File: src/rtl/serial_subtractor.sv
// rtl/serial_subtractor.sv - bit-serial a-b subtractor with valid/ready handshakes, borrow and overflow flags
module serial_subtractor #(
  parameter int WIDTH = 8
) (
  input  logic             clk,
  input  logic             rst_n,
  input  logic             in_valid,
  output logic             in_ready,
  input  logic [WIDTH-1:0] a,
  input  logic [WIDTH-1:0] b,
  output logic             out_valid,
  input  logic             out_ready,
  output logic [WIDTH-1:0] diff,
  output logic             bout,
  output logic             ovf
);

  localparam int CW = (WIDTH < 2) ? 1 : $clog2(WIDTH);
  localparam logic [CW-1:0] LAST = CW'(WIDTH - 1);

  typedef enum logic [1:0] {IDLE, RUN, DONE} state_t;

  state_t           state, state_nxt;
  logic [WIDTH-1:0] a_sh, b_sh, res;
  logic [CW-1:0]    cnt;
  logic             br, a_msb, b_msb;

  logic             in_xfer, last_bit;
  logic             ai, bi, d, br_nxt;
  logic [WIDTH:0]   res_cat;
  logic [WIDTH-1:0] res_nxt;

  // in_ready is a registered copy of "next state is IDLE", so it stays low
  // during reset and has no path from any input.
  assign in_xfer   = in_valid & in_ready;
  assign last_bit  = (state == RUN) && (cnt == LAST);
  assign out_valid = (state == DONE);

  // Full-subtractor cell on the current LSBs; new bits enter the result at the MSB.
  assign ai      = a_sh[0];
  assign bi      = b_sh[0];
  assign d       = ai ^ bi ^ br;
  assign br_nxt  = (~ai & bi) | (~(ai ^ bi) & br);
  assign res_cat = {d, res};
  assign res_nxt = res_cat[WIDTH:1];

  // State register and registered in_ready.
  always_ff @(posedge clk or negedge rst_n) begin
    if (!rst_n) begin
      state    <= IDLE;
      in_ready <= 1'b0;
    end else begin
      state    <= state_nxt;
      in_ready <= (state_nxt == IDLE);
    end
  end

  // Next-state logic.
  always_comb begin
    state_nxt = state;
    case (state)
      IDLE:    if (in_xfer) state_nxt = RUN;
      RUN:     if (last_bit) state_nxt = DONE;
      DONE:    if (out_ready) state_nxt = IDLE;
      default: state_nxt = IDLE;
    endcase
  end

  // Operand capture, one bit per RUN cycle, and result load on the final bit;
  // result outputs are untouched outside that load so they hold after delivery.
  always_ff @(posedge clk or negedge rst_n) begin
    if (!rst_n) begin
      a_sh  <= '0;
      b_sh  <= '0;
      res   <= '0;
      cnt   <= '0;
      br    <= 1'b0;
      a_msb <= 1'b0;
      b_msb <= 1'b0;
      diff  <= '0;
      bout  <= 1'b0;
      ovf   <= 1'b0;
    end else if (state == IDLE) begin
      if (in_xfer) begin
        a_sh  <= a;
        b_sh  <= b;
        res   <= '0;
        cnt   <= '0;
        br    <= 1'b0;
        a_msb <= a[WIDTH-1];
        b_msb <= b[WIDTH-1];
      end
    end else if (state == RUN) begin
      a_sh <= a_sh >> 1;
      b_sh <= b_sh >> 1;
      res  <= res_nxt;
      br   <= br_nxt;
      cnt  <= cnt + CW'(1);
      if (last_bit) begin
        diff <= res_nxt;
        bout <= br_nxt;
        ovf  <= (a_msb ^ b_msb) & (res_nxt[WIDTH-1] ^ a_msb);
      end
    end
  end

endmodule

File: config.mk
export PLATFORM = sky130hd
export DESIGN_NAME = serial_subtractor
export DESIGN_NICKNAME = d
export VERILOG_FILES = /design/src/rtl/serial_subtractor.sv
export SDC_FILE = /design/constraint.sdc
export NUM_CORES = 1
export LEC_CHECK = 0
export ABC_AREA = 1
export ABC_CLOCK_PERIOD_IN_PS = 2000
export CORE_MARGIN = 3
export CORE_UTILIZATION = 53
export DETAILED_ROUTE_END_ITERATION = 16
export PLACE_DENSITY_LB_ADDON = 0.3
export REMOVE_ABC_BUFFERS = 1
export SYNTH_ARGS = -nofsm -noshare
export SYNTH_HDL_FRONTEND = slang
export SYNTH_SLANG_ARGS = --single-unit
File: constraint.sdc
create_clock -name clk -period 2 [get_ports clk]
set_clock_uncertainty 0.2 [all_clocks]
set_input_delay 0.4 -clock clk [delete_from_list [all_inputs] [get_ports clk]]
set_output_delay 0.4 -clock clk [all_outputs]
set_load 0.005 [all_outputs]
Yosys cells after proc, flatten, opt, wreduce, memory -nomap -nowiden. Cells that the tools add are included.

Bits in registers: 43. Input bits: 20. Output and inout bits: 12. Word-level logic and storage cells: 55.

Add/sub/neg operators: 1. Eq/ne operators: 4. Mux-type cells: 19. Bitwise logic cells: 12. Reductions and logical operators: 7.

Operators with widths (count): two-way mux 8 bit (9); two-way mux 3 bit (3); two-way mux 2 bit (3); one-hot mux 2 bit (3 select lines) (1); bitwise AND 1 bit (4); logical NOT 2 bit (2); AND reduction 2 bit (2); bitwise XOR 1 bit (4); adder 3 x 1 -> 3 bit, second input constant (1); equality test 3 bit, second input constant (1); two-way mux 1 bit (3); inverter 1 bit (3); AND reduction 3 bit (1); equality test 2 x 1 -> 1 bit, second input constant (1); equality test 2 bit, second input constant (1); != test 2 bit, second input constant (1); nonzero test 2 bit (1); logical AND 1 bit (1); bitwise OR 1 bit (1).

Depth between registers and ports, before layout.
Depth after elaboration: 6. Gate-level depth with buffers: 8. Mapped depth without buffers: 7.

Worst setup path before layout. No wires, ideal clock.

Path kind: reg2reg. Start: reg a_sh[0]. End: reg ovf. Library setup time: 0.116 ns. Data arrival time: 1.159 ns. Required time: 1.684 ns. Setup slack: 0.525 ns. Stages on the path, launching flop included: 8. Buffers on the path: 0. Period minus slack after synthesis: 1.475 ns. Cells stage by stage: dfrtp_1 -> inv_1 -> fa_1 -> inv_1 -> nand3_1 -> nand2_1 -> nand2_1 -> nand2_1.

Longest elaborated chain between the ends: 4.

RTL lines: start, declared (RTL line 24) `logic [WIDTH-1:0] a_sh, b_sh, res;`; start signal, assigned (RTL line 94) `a_sh <= a_sh >> 1;`; bitwise XOR 1 bit (2 in a row) (RTL line 42) `assign d = ai ^ bi ^ br;`; bitwise XOR 1 bit (RTL line 102) `ovf <= (a_msb ^ b_msb) & (res_nxt[WIDTH-1] ^ a_msb);`; bitwise AND 1 bit (RTL line 102); end signal, assigned (RTL line 102); end, declared (RTL line 15) `output logic ovf`.

Every way passes these cells. A chain may end at the register's enable or synchronous reset.

Final worst setup path.
Start: reg in_ready. End: out in_ready.

RTL lines: start, declared (RTL line 8) `output logic in_ready,`; start signal, assigned (RTL line 54) `in_ready <= (state_nxt == IDLE);`.

No word-level cell between the ends.

==> reports/metrics.cfg <==
[run_status]
outcome=finished clean

[finish]
antenna_cells=0
mostFrequentLayoutCell=nand2_1
multi_input_area_um2=767
final_nets=286
layout_common_cells=nand2_1, dfrtp_1, clkdlybuf4s50_1
areaGrowthSynthToFinish_pct=22.1
fillerInstances=298
design_area_mm2=0.00242
drive_gt1_share_pct=10.3
register_area_mm2=0.00105

[floorplanning]
start_util_pct=57.2
die_h_um=67.2
coreArea_mm2=0.00347
die_w_um=67.2
top_level_ports=32
num_rows=21
fp.dieArea_mm2=0.00451

[drt]
drc=0
wl_per_cell_um=12.5
dr.pass1.iters=4
initialDrtViolationCount=106
ant_nets=0
totalWireLength_um=3870
vias_per_cell=5.11
vias=1579

[timing]
final-max-slew-violation-count=0
fmax_mhz=545
slew_headroom_pct=78.7
hold_viol=0
fin_crit_sh_pct=91.8
tightest_slew_ps=318
setup_tns_ps=0
rsz0062_at_grt=no
finalSetupViolCount=0
period_needed_ps=1840
fin_hold_ws_ps=286

[clocking]
post_cts_buffers=0
cts.reportedPaths.clkPinSlew_ps=80
cts.sinks=42
cts_buffers=5
cts-root-buf=clkbuf_8
cts_max_level=2
clock_path_buffers=2
cts_tree=built
clock_latency_ps=290

[worst_setup_path]
path_class=reg2out
r2r_start=cnt[0]
critical_path_buf_inv_count=1
required_ps=1400
reg2reg_setup_slack_ps=400
crit_family=buffers and inverters
critPathSlowestCell=clkdlybuf4s50_1
worstReg2RegEnd=ovf
start_kind=flop
crit_path_end_kind=output pin
reg2regPathDepth=7
crit_chain=clkdlybuf4s50_1
cp_data_arrival_time_ps=1240
critPathMaxStageDelay_ps=530
crit_fanout=3

[pwr]
powerDensity_mw_per_mm2=1480
vdd_drop_max_v=0.00106
power_leakage_nw=1.24

[yosys]
synthDistinctLibCells=21
ys_ff_latch=42
synth_area_mm2=0.00198
syn_area_per_cell_um2=8.59
yosysWarnings=0
seq_area_frac_synth_pct=53.0
synth_cells=231

[global_route]
grt_util_met1_pct=26.2
busiest_layer=met2
first_global_vias=1536
overflow=0
grtUsageMet3_pct=5.16
grt_pass1_wl_um=6800
antenna_found_initial=0
grt_use_met2_pct=33.1
track_usage_pct=20.4
grt_max_degree=43

[job]
maxCapViolations=0

[worst_hold_path]
holdCritPathClass=reg2reg
hold_depth=2
hold_start=diff[0]
min_to=diff[0]

[place]
placement.cell_area_mm2=0.00230
port_buffers=31
dp_hpwl_um=2590
globalplace.congestion=0.818

synthesized netlist by cell type (all sizes together):
master	count	share of area, %
nor2	5	1.5
buf	11	4.7
inv	16	3.2
clkbuf	2	0.44
ha	2	1.3
o21ai	33	9.5
nand2	96	19
dfrtp	42	53
nand3	23	6.4
fa	1	1.0
layer usage:
| layer | vias to the layer above | routed length (µm) |
|---|---|---|
| met5 | - | 0 |
| met4 | 0 | 45 |
| met3 | 5 | 218 |
| met2 | 37 | 1900 |
| met1 | 740 | 1710 |
| li1 | 797 | - |
state kept, by name, indices dropped and copies added, names as in the netlist:
| signal | count |
|---|---|
| a_sh | 8 |
| b_sh | 8 |
| diff | 8 |
| res | 7 |
| cnt | 3 |
| state | 2 |
| a_msb | 1 |
| b_msb | 1 |
| bout | 1 |
| br | 1 |
| in_ready | 1 |
| ovf | 1 |
worst max path at each step:
stage / depth (start not counted) / from / slack, ps / to
4_1_cts: 1 / in_ready / 150 / in_ready
3_5_place_dp: 4 / in_valid / 170 / res[1]
6_report: 1 / in_ready / 160 / in_ready
2_1_floorplan: 5 / state[0] / 170 / diff[0]
5_1_grt: 1 / in_ready / 110 / in_ready
3_3_place_gp: 4 / in_valid / 190 / res[1]
metrics by stage:
stage / std cells / total power [W] / utilization [%] / setup slack [ps]
global route: 309 / 0.00394 / 69.8 / 113
CTS: 309 / 0.00362 / 69.8 / 145
detailed placement: 301 / 0.00293 / 66.3 / 174
global placement: 301 / 0.00288 / 66.3 / 194
finish: 309 / 0.00358 / 69.8 / 164
floorplan: 218 / 0.00236 / - / 174
timing repair:
| item | 4_1_cts | 5_1_grt |
|---|---|---|
| resized for setup | 1 | 0 |
| endpoints found under the setup margin | 1 | 0 |
| endpoints found under the hold margin | 42 | 0 |
| hold buffers | 1 | 0 |
power by group:
group,switching (W),internal [W]
combinational,0.000895,0.000616
clock,0.000276,0.000399
sequential,0.000190,0.00121
cells by family after synthesis:
family / after synthesis / share of synthesized area [%]
fa+ha+maj: 3 / 2.27
buf+inv: 29 / 8.33
flops: 42 / 53.0
simple gates: 124 / 26.9
compound gates: 33 / 9.46
layout make-up:
class,count,area share (%)
Clock inverter,1,1.24
Timing Repair Buffer,38,15.3
Tap cell,46,2.38
Clock buffer,6,3.41
Inverter,16,2.58
Multi-Input combinational cell,160,31.7
Sequential cell,42,43.4
Note: power is estimated with default switching activity, not from simulation.
